===== src/rtl/pc_redirect_ctrl_pkg.sv =====
`default_nettype none
// ============================================================================
//  Module   : pc_redirect_ctrl_pkg
//  Brief    : Shared target-select codes, FSM states and default PCs for the
//             fetch-PC redirect controller.
//  Revision : 1.0  initial release
// ============================================================================
package pc_redirect_ctrl_pkg;

    localparam logic [1:0] TSEL_PCREL = 2'b00;
    localparam logic [1:0] TSEL_JABS  = 2'b01;
    localparam logic [1:0] TSEL_REG   = 2'b10;
    localparam logic [1:0] TSEL_RSVD  = 2'b11;

    typedef enum logic [1:0] {
        PCS_RUN    = 2'd0,
        PCS_PEND   = 2'd1,
        PCS_BUBBLE = 2'd2
    } pcs_e;

    localparam logic [31:0] DEF_RESET_PC   = 32'h0040_0000;
    localparam logic [31:0] DEF_EXC_VECTOR = 32'h0040_0004;

    // Word offset of a conditional branch, sign-extended to a byte offset.
    function automatic logic [31:0] branch_offset(input logic [15:0] imm);
        return {{14{imm[15]}}, imm, 2'b00};
    endfunction

endpackage
`default_nettype wire


===== src/rtl/pc_target_gen.sv =====
`default_nettype none
// ============================================================================
//  Module   : pc_target_gen
//  Brief    : Combinational redirect target selection and register-target
//             misalignment detection.
//  Revision : 1.0  initial release
// ============================================================================
module pc_target_gen
    import pc_redirect_ctrl_pkg::*;
(
    input  logic [1:0]  target_sel,
    input  logic        branch_decision,
    input  logic [31:0] id_pc,
    input  logic [15:0] imm16,
    input  logic [25:0] instr_index,
    input  logic [31:0] rs_value,
    output logic [31:0] target,
    output logic        misalign
);

    logic [31:0] w_id_pc_plus4;

    assign w_id_pc_plus4 = id_pc + 32'd4;

    always_comb begin
        target = w_id_pc_plus4 + branch_offset(imm16);
        case (target_sel)
            TSEL_PCREL, TSEL_RSVD: target = w_id_pc_plus4 + branch_offset(imm16);
            TSEL_JABS:             target = {w_id_pc_plus4[31:28], instr_index, 2'b00};
            TSEL_REG:              target = rs_value;
            default:               target = w_id_pc_plus4 + branch_offset(imm16);
        endcase
    end

    assign misalign = branch_decision && (target_sel == TSEL_REG) && (rs_value[1:0] != 2'b00);

endmodule
`default_nettype wire


===== src/rtl/pc_redirect_ctrl.sv =====
`default_nettype none
// ============================================================================
//  Module   : pc_redirect_ctrl
//  Brief    : Fetch-PC register and redirect controller (RUN/PEND/BUBBLE).
//             Define PC_DELAY_SLOT_EN for MIPS branch-delay-slot behaviour.
//  Revision : 1.0  initial release
// ============================================================================
module pc_redirect_ctrl
    import pc_redirect_ctrl_pkg::*;
#(
    parameter logic [31:0] RESET_PC   = DEF_RESET_PC,
    parameter logic [31:0] EXC_VECTOR = DEF_EXC_VECTOR
) (
    input  logic        clk_in,
    input  logic        reset_in,
    input  logic        stall_in,
    input  logic        branch_decision,
    input  logic        exception_flag,
    input  logic [1:0]  target_sel,
    input  logic [31:0] id_pc,
    input  logic [15:0] imm16,
    input  logic [25:0] instr_index,
    input  logic [31:0] rs_value,
    output logic [31:0] if_pc,
    output logic [31:0] pc_plus4,
    output logic [31:0] link_addr,
    output logic        if_valid,
    output logic        flush_out,
    output logic        addr_err_out
);

`ifdef PC_DELAY_SLOT_EN
    localparam logic        c_delay_slot = 1'b1;
    localparam logic [31:0] c_link_ofs   = 32'd8;
`else
    localparam logic        c_delay_slot = 1'b0;
    localparam logic [31:0] c_link_ofs   = 32'd4;
`endif

    pcs_e        state_q, state_d;
    logic [31:0] if_pc_q, if_pc_d;
    logic [31:0] pending_pc_q, pending_pc_d;

    logic [31:0] w_target;
    logic        w_misalign;
    logic        w_misalign_take;
    logic        w_flush;

    pc_target_gen u_target_gen (
        .target_sel      (target_sel),
        .branch_decision (branch_decision),
        .id_pc           (id_pc),
        .imm16           (imm16),
        .instr_index     (instr_index),
        .rs_value        (rs_value),
        .target          (w_target),
        .misalign        (w_misalign)
    );

    // While pending, the branch in ID is the one already latched (and it was aligned).
    assign w_misalign_take = w_misalign && (state_q != PCS_PEND);

    always_comb begin
        state_d      = state_q;
        if_pc_d      = if_pc_q;
        pending_pc_d = pending_pc_q;
        w_flush      = 1'b0;

        if (exception_flag || w_misalign_take) begin
            if_pc_d      = EXC_VECTOR;
            pending_pc_d = '0;
            state_d      = PCS_BUBBLE;
            w_flush      = 1'b1;
        end else if (state_q == PCS_PEND) begin
            if (!stall_in) begin
                if_pc_d      = pending_pc_q;
                pending_pc_d = '0;
                state_d      = c_delay_slot ? PCS_RUN : PCS_BUBBLE;
                w_flush      = !c_delay_slot;
            end
        end else if (branch_decision) begin
            if (stall_in) begin
                pending_pc_d = w_target;
                state_d      = PCS_PEND;
            end else begin
                if_pc_d = w_target;
                state_d = c_delay_slot ? PCS_RUN : PCS_BUBBLE;
                w_flush = !c_delay_slot;
            end
        end else begin
            // A bubble holds the PC so the redirect target is refetched as valid.
            if (!stall_in && (state_q == PCS_RUN)) begin
                if_pc_d = if_pc_q + 32'd4;
            end
            state_d = PCS_RUN;
        end
    end

    always_ff @(posedge clk_in) begin
        if (reset_in) begin
            state_q      <= PCS_RUN;
            if_pc_q      <= RESET_PC;
            pending_pc_q <= '0;
        end else begin
            state_q      <= state_d;
            if_pc_q      <= if_pc_d;
            pending_pc_q <= pending_pc_d;
        end
    end

    assign if_pc        = if_pc_q;
    assign pc_plus4     = if_pc_q + 32'd4;
    assign link_addr    = id_pc + c_link_ofs;
    assign if_valid     = (state_q != PCS_BUBBLE);
    assign flush_out    = w_flush && !reset_in;
    assign addr_err_out = w_misalign_take && !reset_in;

endmodule
`default_nettype wire

===== config.mk =====
export PLATFORM = sky130hd
export DESIGN_NAME = pc_redirect_ctrl
export DESIGN_NICKNAME = d
export VERILOG_FILES = /design/src/rtl/pc_redirect_ctrl_pkg.sv /design/src/rtl/pc_target_gen.sv /design/src/rtl/pc_redirect_ctrl.sv
export SDC_FILE = /design/constraint.sdc
export NUM_CORES = 1
export LEC_CHECK = 0
export CAP_MARGIN = 20
export CORE_MARGIN = 3
export CORE_UTILIZATION = 48
export CTS_BUF_LIST = sky130_fd_sc_hd__clkbuf_4 sky130_fd_sc_hd__clkbuf_8
export CTS_CLUSTER_SIZE = 8
export DETAILED_ROUTE_END_ITERATION = 8
export MAX_ROUTING_LAYER = met4
export PLACE_DENSITY = 0.89
export SYNTH_ARGS = -nofsm -noshare
export SYNTH_HDL_FRONTEND = slang
export SYNTH_SLANG_ARGS = --single-unit

===== constraint.sdc =====
create_clock -name clk_in -period 4 [get_ports clk_in]
set_clock_uncertainty 0.15 [all_clocks]
set_input_delay 0.6 -clock clk_in [delete_from_list [all_inputs] [get_ports clk_in]]
set_output_delay 0.6 -clock clk_in [all_outputs]
set_load 0.02 [all_outputs]

==> results of run 1 <==
## cell usage in the layout (no fill, tap or decap), types with 16 or more instances in the layout
master,synthesis,layout
a221oi_1,37,37
buf_4,4,150
nand3_1,29,29
nand2_1,91,89
nor2_1,50,49
xor2_1,22,22
a21o_1,16,16
xnor2_1,54,52
o21ai_0,58,55
inv_1,20,20
clkdlybuf4s50_1,0,209
ha_1,37,36
a21oi_1,62,56
dfxtp_1,66,66
## logic make-up (layout without fill, tap and decap cells)
family | Yosys count | after routing | synth area share (%)
AOI/OAI and AO/OA | 286 | 286 | 32.9
adders and majority gates | 38 | 38 | 7.87
other | 0 | 1 | 0
and+or+nand+nor | 257 | 257 | 20.9
muxes | 4 | 4 | 0.652
xor gates and xnor gates | 77 | 77 | 11.2
buffers and inverters | 73 | 397 | 4.93
DFF | 66 | 66 | 21.5
## routing by layer
layer	part of all wire (%)	track usage, %	vias to the layer above
met5	0	-	-
met4	2.3	10.1	0
met3	8.6	3.61	50
met2	48	54.9	491
met1	41	42.2	3640
li1	-	-	3657
## through the flow
step / setup TNS (ns) / power [uW]
after global placement: -1.79 / 1750
after floorplan: 0 / 1260
after detailed placement: -4.07 / 1770
after CTS: 0 / 2400
after global routing: -0.0690 / 2540
final: 0 / 2450
## worst paths after layout
kind / from / end
worst max-delay path: id_pc[5] / if_pc[31]
worst min-delay path: pending_pc_q[12] / pending_pc_q[12]
worst max register to register: if_pc[2] / if_pc[28]
worst min register to register: pending_pc_q[12] / pending_pc_q[12]
## flip-flops by register name, summed over array words and instances (netlist names), named ones only
| signal | flops |
|---|---|
| pending_pc_q | 32 |
| state_q | 2 |
| if_pc | 30 |
## worst reg2reg max path: stages (launching register included)
cell and delay [ns]:
dfxtp_1 0.45, ha_1 0.32, and3_1 0.19, nand4_1 0.23, nor2_2 0.38, nand4_1 0.23, mux2i_1 0.29, a41oi_1 0.16
a311o_1 0.33
## area by class of cell
| cell class | instances | area, um2 |
|---|---|---|
| multi-input cells | 662 | 4640 |
| well taps | 168 | 210 |
| flip-flops and latches | 66 | 1320 |
| diodes | 1 | 2.50 |
| inverters | 20 | 75.1 |
| clock inverters | 7 | 103 |
| clock buffers | 9 | 124 |
| repair buffers | 361 | 3240 |
| fillers | 827 | 2550 |
## report_power, final
part | switching [uW] | internal [uW]
Sequential | 29.4 | 682
Combinational | 559 | 533
Clock | 287 | 356
## timing repair
action | 4_1_cts | 5_1_grt
endpoints found under the setup margin | 0 | 21
gates resized for setup | 0 | 29
buffers inserted | 0 | 1
==> results.sh, run 1 <==
export IMPL_synth_edff_count=0
export IMPL_routed_wl_um=24100
export IMPL_grt_pass1_wl_um=37700
export IMPL_cp_slowest_cell="clkdlybuf4s50_1"
export IMPL_synth_area_leaders="dfxtp_1 (22%), xnor2_1 (7.7%), ha_1 (7.5%)"
export IMPL_crit_type="in -> reg"
export IMPL_ir_drop_mv=0.169
export IMPL_cts_tree="done"
export IMPL_worstHoldPathCells=2
export IMPL_dr_pass1_iters=6
export IMPL_max_freq_mhz=258
export IMPL_cellLeakagePower_uw=0.00399
export IMPL_dp_hpwl_um=18600
export IMPL_overflow=0
export IMPL_clockRootBuffer="clkbuf_8"
export IMPL_fin_util_pct=79.2
export IMPL_final_cell_count_no_fill=1294
export IMPL_netlist_instances=801
export IMPL_slew_viol_final=0
export IMPL_synthesis_area_mm2=0.00614
export IMPL_hold_path_class="reg -> reg"
export IMPL_dr_first_iter_drc_count=992
export IMPL_vias=7838
export IMPL_period_share_pct=97.0
export IMPL_maxSlewHeadroom_pct=32.5
export IMPL_p_per_area_mw_per_mm2=252
export IMPL_io_buffers=211
export IMPL_syn_area_per_cell_um2=7.66
export IMPL_grt_start_max_net_pins=33
export IMPL_synthDistinctLibCells=76
export IMPL_cts_buffers_inserted=9
export IMPL_placed_area_mm2=0.00937
export IMPL_rsz0062_at_grt="true"
export IMPL_setup_worst_path_start_class="primary input"
export IMPL_crit_chain="clkdlybuf4s50_1 -> and3_2 -> nand4_1 -> buf_4 -> buf_4 -> o31a_1 -> or2_2 -> ha_1 -> nand3_1 -> nor3_2 -> o2111ai_1 -> a2111oi_0 -> o21bai_2 -> o32ai_1"
export IMPL_drc_errors=0
export IMPL_finalSetupViolCount=0
export IMPL_grt_total_usage_pct=33.0
export IMPL_ctsHoldBuffers=0
export IMPL_worst_setup_path_end_kind="flip-flop"
export IMPL_fp_coreArea_mm2=0.0123
export IMPL_r2r_setup_slack_ns=1.16
export IMPL_wl_per_cell_um=18.7
export IMPL_drt_vias_per_instance=6.06
export IMPL_layout_area_overhead_vs_synth_pct=58.2
export IMPL_die_h_um=119
export IMPL_ys_ff_latch=66
export IMPL_ys_top_cells_by_count="nand2_1 (91), dfxtp_1 (66), a21oi_1 (62)"
export IMPL_crit_required_ns=4.09
export IMPL_cts_clk_slew_worst_paths_ns=0.08
export IMPL_finish_instance_area_mm2=0.00972
export IMPL_clockBufferDepth=2
export IMPL_cp_max_fo=5
export IMPL_synthFlopType="dfxtp_1"
export IMPL_dieArea_mm2=0.0142
export IMPL_dp_cells=1276
export IMPL_ioPinCount=212
export IMPL_ys_seq_area_share_pct=21.5
export IMPL_hold_violations=0
export IMPL_initial_core_util_pct=50.1
export IMPL_outcome="finished, final reports clean"
export IMPL_critPathBufInv=3
export IMPL_syn_nets=952
export IMPL_cap_violations=0
export IMPL_worstSkewPairLatency_ns=0.37
export IMPL_ant_nets=0
export IMPL_cpMostUsedCell="buf_4"
export IMPL_ys_async_sr_fraction_pct=0
export IMPL_crit_arrival_ns=3.97
export IMPL_ys_warn_count=0
export IMPL_die_w_um=119
export IMPL_synth_top_cell_area_share_pct=21.5
export IMPL_antenna_found_initial=1
export IMPL_drive_gt1_share_pct=19.2
export IMPL_tightest_slew_ns=1.01
export IMPL_yosys_area_top_type="dfxtp_1"
export IMPL_cp_slowest_stage_delay_ns=0.49
export IMPL_ctsHtreeMaxLevel=3
export IMPL_place_ws_ns=-0.300
export IMPL_setup_ws_ns=0.122
export IMPL_critical_path_top_delay_family="compound AO/OA/AOI/OAI gates"
export IMPL_r2r_cells=8
export IMPL_cts_sinks=66
export IMPL_crit_cells=14
export IMPL_place_congestion=0.912
export IMPL_timing_hold_ws_ns=0.316
export IMPL_num_rows=40
export IMPL_fin_nets=1271
export IMPL_first_global_vias=7563
export IMPL_yosys_cell_count_top_type="nand2_1"
export IMPL_period_minus_slack_ns=3.88
(Power assumes the default switching activity.)
==> run 2: changes to the inputs <==
==> constraint.sdc (replaced) <==
create_clock -name clk_in -period 4.15 [get_ports clk_in]
set_clock_uncertainty 0.15 [all_clocks]
set_input_delay 0.6225 -clock clk_in [delete_from_list [all_inputs] [get_ports clk_in]]
set_output_delay 0.6225 -clock clk_in [all_outputs]
set_load 0.02 [all_outputs]
==> run 2 against run 1 <==
First-iteration DRC count decreased by 25%. Non-clock buffer count decreased by 37. Total power decreased by 3.1%. Die area unchanged. Critical path depth decreased by 6. Cell area decreased by 3.6%. Sequential power decreased by 3.5%. Worst hold slack got worse by 0.0088 ns. Sequential share of layout area increased by 0.51 points. Critical endpoint is now link_addr[30]. Largest cell class unchanged.
==> results.sh, run 2 (synthesis results as in run 1) <==
export IMPL_period_share_pct=95.5
export IMPL_maxSlewHeadroom_pct=35.8
export IMPL_fin_util_pct=76.4
export IMPL_hold_start="pending_pc_q[12]"
export IMPL_die_h_um=119
export IMPL_grt_util_met2_pct=52.2
export IMPL_crit_required_ns=3.38
export IMPL_cp_max_fo=4
export IMPL_dr_pass1_iters=7
export IMPL_first_global_vias=7470
export IMPL_reg2reg_from="state_q[1]"
export IMPL_outcome="finished, final reports clean"
export IMPL_cap_violations=0
export IMPL_power_uw=2370
export IMPL_clockBufferDepth=2
export IMPL_final_common_cell="clkdlybuf4s50_1"
export IMPL_finish_instance_area_mm2=0.00936
export IMPL_worstSkewPairLatency_ns=0.34
export IMPL_ctsHoldBuffers=0
export IMPL_grtUsageMet3_pct=5.03
export IMPL_crit_arrival_ns=3.19
export IMPL_clockRootBuffer="clkbuf_8"
export IMPL_worst_setup_path_end_kind="output pin"
export IMPL_combinationalPowerShare_pct=42.5
export IMPL_tightest_slew_ns=0.963
export IMPL_cts_sinks=66
export IMPL_hold_path_class="reg -> reg"
export IMPL_place_congestion=0.914
export IMPL_antenna_found_initial=0
export IMPL_ctsHtreeMaxLevel=3
export IMPL_cts_tree="done"
export IMPL_dr_first_iter_drc_count=748
export IMPL_overflow=0
export IMPL_pwr_share_seq_pct=28.9
export IMPL_drc_errors=0
export IMPL_clkPwrFrac_pct=28.6
export IMPL_swShare_pct=33.6
export IMPL_r2r_cells=9
export IMPL_dp_hpwl_um=18400
export IMPL_cellLeakagePower_uw=0.00378
export IMPL_num_rows=40
export IMPL_final_setup_tns_ns=0
export IMPL_cts_clk_slew_worst_paths_ns=0.07
export IMPL_routed_wl_um=23400
export IMPL_period_minus_slack_ns=3.96
export IMPL_drt_vias_per_instance=6.07
export IMPL_grtUsageMet1_pct=40.6
export IMPL_p_sw_uw=797
export IMPL_r2r_end="pending_pc_q[21]"
export IMPL_ir_drop_mv=0.171
export IMPL_drive_gt1_share_pct=15.0
export IMPL_grt_start_max_net_pins=33
export IMPL_p_per_area_mw_per_mm2=253
export IMPL_dieArea_mm2=0.0142
export IMPL_largest_register_ffs=32
export IMPL_ioPinCount=212
export IMPL_layout_area_overhead_vs_synth_pct=52.5
export IMPL_initial_core_util_pct=50.1
export IMPL_slew_viol_final=0
export IMPL_die_w_um=119
export IMPL_fp_coreArea_mm2=0.0123
export IMPL_final_cell_mix="clkdlybuf4s50_1 (211), buf_4 (113), nand2_1 (91)"
export IMPL_cp_startpoint="id_pc[5]"
export IMPL_max_freq_mhz=252
export IMPL_vias=7624
export IMPL_cp_endpoint="link_addr[30]"
export IMPL_finalSetupViolCount=0
export IMPL_grt_pass1_wl_um=36900
export IMPL_busiest_layer="met2"
export IMPL_wl_per_cell_um=18.6
export IMPL_setup_worst_path_start_class="primary input"
export IMPL_grt_total_usage_pct=32.2
export IMPL_n_antenna_cell=0
export IMPL_ant_nets=0
export IMPL_setup_ws_ns=0.188
export IMPL_placed_area_mm2=0.00909
export IMPL_cts_buffers_inserted=9
export IMPL_io_buffers=211
export IMPL_crit_type="in -> out"
export IMPL_fin_nets=1234
export IMPL_hold_violations=0
export IMPL_r2r_setup_slack_ns=1.33
export IMPL_largest_register="pending_pc_q"
export IMPL_place_ws_ns=-0.212
export IMPL_p_int_uw=1570
==> run 2: cell count changes in the layout (fill, tap and decap cells not counted), sizes merged <==
cell           change
dlymetal6s2s       -2
buf               -37
diode              -1
clkbuf             +2
inv                -1
clkinvlp           -1
clkdlybuf4s50      +2
bufinv             +1
clkinv             -1
==> run 2: area by class of cell <==
| class | instances | area [um2] |
|---|---|---|
| Multi-Input combinational cell | 662 | 4540 |
| Timing Repair Buffer | 324 | 2960 |
| Fill cell | 895 | 2900 |
| Sequential cell | 66 | 1320 |
| Tap cell | 168 | 210 |
| Clock buffer | 11 | 151 |
| Clock inverter | 5 | 100 |
| Inverter | 20 | 75.1 |
==> run 2: routing by layer <==
metal | wire length [um] | vias up | part of all wire [%]
li1 | - | 3568 | -
met1 | 9360 | 3519 | 40
met2 | 11000 | 474 | 47
met3 | 2330 | 63 | 10
met4 | 698 | 0 | 3.0
met5 | 0 | - | 0
==> run 2: worst min-delay path by stage <==
stage / slack (ns) / cells after the start / end
CTS: 0.31 / 2 / pending_pc_q[29]
global placement: 0.28 / 2 / pending_pc_q[29]
global route: 0.32 / 2 / pending_pc_q[29]
finish: 0.31 / 2 / pending_pc_q[12]
floorplan: 0.27 / 2 / pending_pc_q[29]
detailed placement: 0.29 / 2 / pending_pc_q[21]
==> run 2: power groups by stage <==
stage	Sequential [uW]	Combinational (uW)	Clock, uW
finish	686	1010	677
detailed placement	698	980	0
global route	689	1080	708
CTS	684	988	673
floorplan	708	506	0
global placement	697	961	0
==> run 2: through the flow <==
stage	instances	hold slack, ns
2_1_floorplan	801	0.271
3_3_place_gp	1239	0.283
3_5_place_dp	1239	0.292
4_1_cts	1255	0.306
5_1_grt	1256	0.319
6_report	1256	0.307
==> run 2: worst max-delay path, cell delays in order <==
cell and delay (ns):
clkdlybuf4s50_1 0.49, and3_1 0.25, buf_4 0.15, nand4_1 0.18, buf_4 0.20, nor4_1 0.42
xor2_1 0.23, clkdlybuf4s50_1 0.64
==> run 2: repair_timing <==
action / 4_1_cts / 5_1_grt
gates resized for setup: 0 / 4
buffers inserted: 0 / 1
endpoints found under the setup margin: 0 / 5
==> run 3: changes to the inputs <==
--- a/config.mk
+++ b/config.mk
@@ -11,7 +11,6 @@
 export CTS_BUF_LIST = sky130_fd_sc_hd__clkbuf_4 sky130_fd_sc_hd__clkbuf_8
 export CTS_CLUSTER_SIZE = 8
 export DETAILED_ROUTE_END_ITERATION = 8
-export MAX_ROUTING_LAYER = met4
 export PLACE_DENSITY = 0.89
 export SYNTH_ARGS = -nofsm -noshare
 export SYNTH_HDL_FRONTEND = slang
==> run 3 against run 2 <==
Die area stayed put. Worst hold slack lost 0.0060 ns. Flip-flop and latch count stayed put. Cell area fell by 1.1%. Sequential share of layout area rose by 0.16 points. Wire length up 0.28%. Maximum frequency up 0.40%. Global-route usage down 0.53 points. Count of clock-buffer cells in the layout is 1 higher. Core utilization decreased by 0.88 points.
==> results.sh, run 3 (synthesis results as in run 1) <==
export IMPL_power_uw=2230
export IMPL_ctsHtreeMaxLevel=3
export IMPL_period_share_pct=95.1
export IMPL_dieArea_mm2=0.0142
export IMPL_slew_viol_final=0
export IMPL_cts_tree="done"
export IMPL_cp_max_fo=6
export IMPL_num_rows=40
export IMPL_hold_violations=0
export IMPL_setup_ws_ns=0.204
export IMPL_crit_required_ns=4.24
export IMPL_initial_core_util_pct=50.1
export IMPL_cap_violations=0
export IMPL_place_ws_ns=-0.159
export IMPL_crit_type="in -> reg"
export IMPL_dp_hpwl_um=18400
export IMPL_layout_area_overhead_vs_synth_pct=50.7
export IMPL_worstSkewPairLatency_ns=0.35
export IMPL_dr_first_iter_drc_count=731
export IMPL_crit_arrival_ns=4.04
export IMPL_n_antenna_cell=0
export IMPL_cp_slowest_stage_delay_ns=0.49
export IMPL_p_per_area_mw_per_mm2=241
export IMPL_grt_pass1_wl_um=37000
export IMPL_timing_hold_ws_ns=0.301
export IMPL_overflow=0
export IMPL_final_cell_mix="clkdlybuf4s50_1 (211), buf_4 (107), nand2_1 (91)"
export IMPL_routed_wl_um=23500
export IMPL_critical_path_top_delay_family="compound AO/OA/AOI/OAI gates"
export IMPL_ctsHoldBuffers=0
export IMPL_die_w_um=119
export IMPL_dr_pass1_iters=6
export IMPL_wl_per_cell_um=18.8
export IMPL_grt_start_max_net_pins=55
export IMPL_rsz0062_at_grt="false"
export IMPL_final_setup_tns_ns=0
export IMPL_drive_gt1_share_pct=14.3
export IMPL_fin_nets=1228
export IMPL_antenna_found_initial=0
export IMPL_cp_slowest_cell="clkdlybuf4s50_1"
export IMPL_worst_setup_path_end_kind="flip-flop"
export IMPL_ioPinCount=212
export IMPL_die_h_um=119
export IMPL_clockRootBuffer="clkbuf_8"
export IMPL_hold_path_class="reg -> reg"
export IMPL_place_congestion=0.896
export IMPL_cts_sinks=66
export IMPL_first_global_vias=7360
export IMPL_cts_clk_slew_worst_paths_ns=0.07
export IMPL_largest_register="pending_pc_q"
export IMPL_ir_drop_mv=0.165
export IMPL_tightest_slew_ns=1.03
export IMPL_drt_vias_per_instance=6.13
export IMPL_largest_register_ffs=32
export IMPL_finalSetupViolCount=0
export IMPL_fp_coreArea_mm2=0.0123
export IMPL_fin_util_pct=75.5
export IMPL_critPathBufInv=2
export IMPL_clockBufferDepth=2
export IMPL_ant_nets=0
export IMPL_cellLeakagePower_uw=0.00373
export IMPL_nFillCells=921
export IMPL_grt_total_usage_pct=31.6
export IMPL_drc_errors=0
export IMPL_final_common_cell="clkdlybuf4s50_1"
export IMPL_setup_worst_path_start_class="primary input"
export IMPL_period_minus_slack_ns=3.95
export IMPL_max_freq_mhz=253
export IMPL_vias=7656
export IMPL_cts_buffers_inserted=9
export IMPL_crit_chain="clkdlybuf4s50_1 -> and4_1 -> nand4_1 -> buf_4 -> nor2_1 -> xor2_1 -> ha_1 -> a21oi_1 -> o211ai_1 -> o211ai_1 -> o311ai_0 -> a31oi_1 -> xor2_1 -> nand2_1 -> a32o_1"
export IMPL_maxSlewHeadroom_pct=31.6
export IMPL_outcome="finished, final reports clean"
export IMPL_io_buffers=211
[run 3: changes by cell type in the layout (fill, tap and decap cells not counted), sizes merged]
cell	previous run	this run
buf	113	107
bufinv	3	1
clkbuf	11	12
[run 3: worst min-delay path: stages (launching register included)]
cell and delay, ns:
dfxtp_1 0.31, nand2_1 0.05, o21ai_1 0.05
[run 3: layer usage]
metal	GRT usage (%)	share of wire, %	wire, um
met5	0	0	0
met1	40.1	41	9550
met2	52.2	47	11000
met4	12.9	3.3	784
met3	6.70	9.1	2130
[run 3: final cells by class]
cell class	instances	area [um2]	share of cell area [%]
clock inverters	3	40.0	0.433
flip-flops and latches	66	1320	14.3
well taps	168	210	2.27
repair buffers	318	2920	31.5
clock buffers	12	153	1.65
multi-input cells	662	4540	49.1
inverters	20	75.1	0.811
[run 3: final timing paths]
check	slack [ns]	to	cells after the start	start
hold / removal	0.30	pending_pc_q[29]	2	pending_pc_q[29]
hold reg to reg	0.30	pending_pc_q[29]	2	pending_pc_q[29]
setup reg to reg	1.30	pending_pc_q[28]	8	state_q[1]
setup / recovery	0.20	pending_pc_q[27]	15	id_pc[7]
[run 3: metrics by stage]
step	instance area, um2	instances
floorplan	6140	801
global placement	9050	1234
detailed placement	9050	1234
CTS	9250	1249
global route	9260	1249
finish	9260	1249
[run 3: what timing repair did]
| item | 4_1_cts | 5_1_grt |
|---|---|---|
| setup buffers | 0 | 0 |
| endpoints found under the setup margin | 0 | 7 |
| gates resized for setup | 0 | 4 |
[run 3: power breakdown]
group,leakage (uW),internal [uW],switching [uW]
clock,0.000103,302,239
combinational,0.00309,479,520
sequential,0.000536,658,28.1
total,0.00373,1440,788
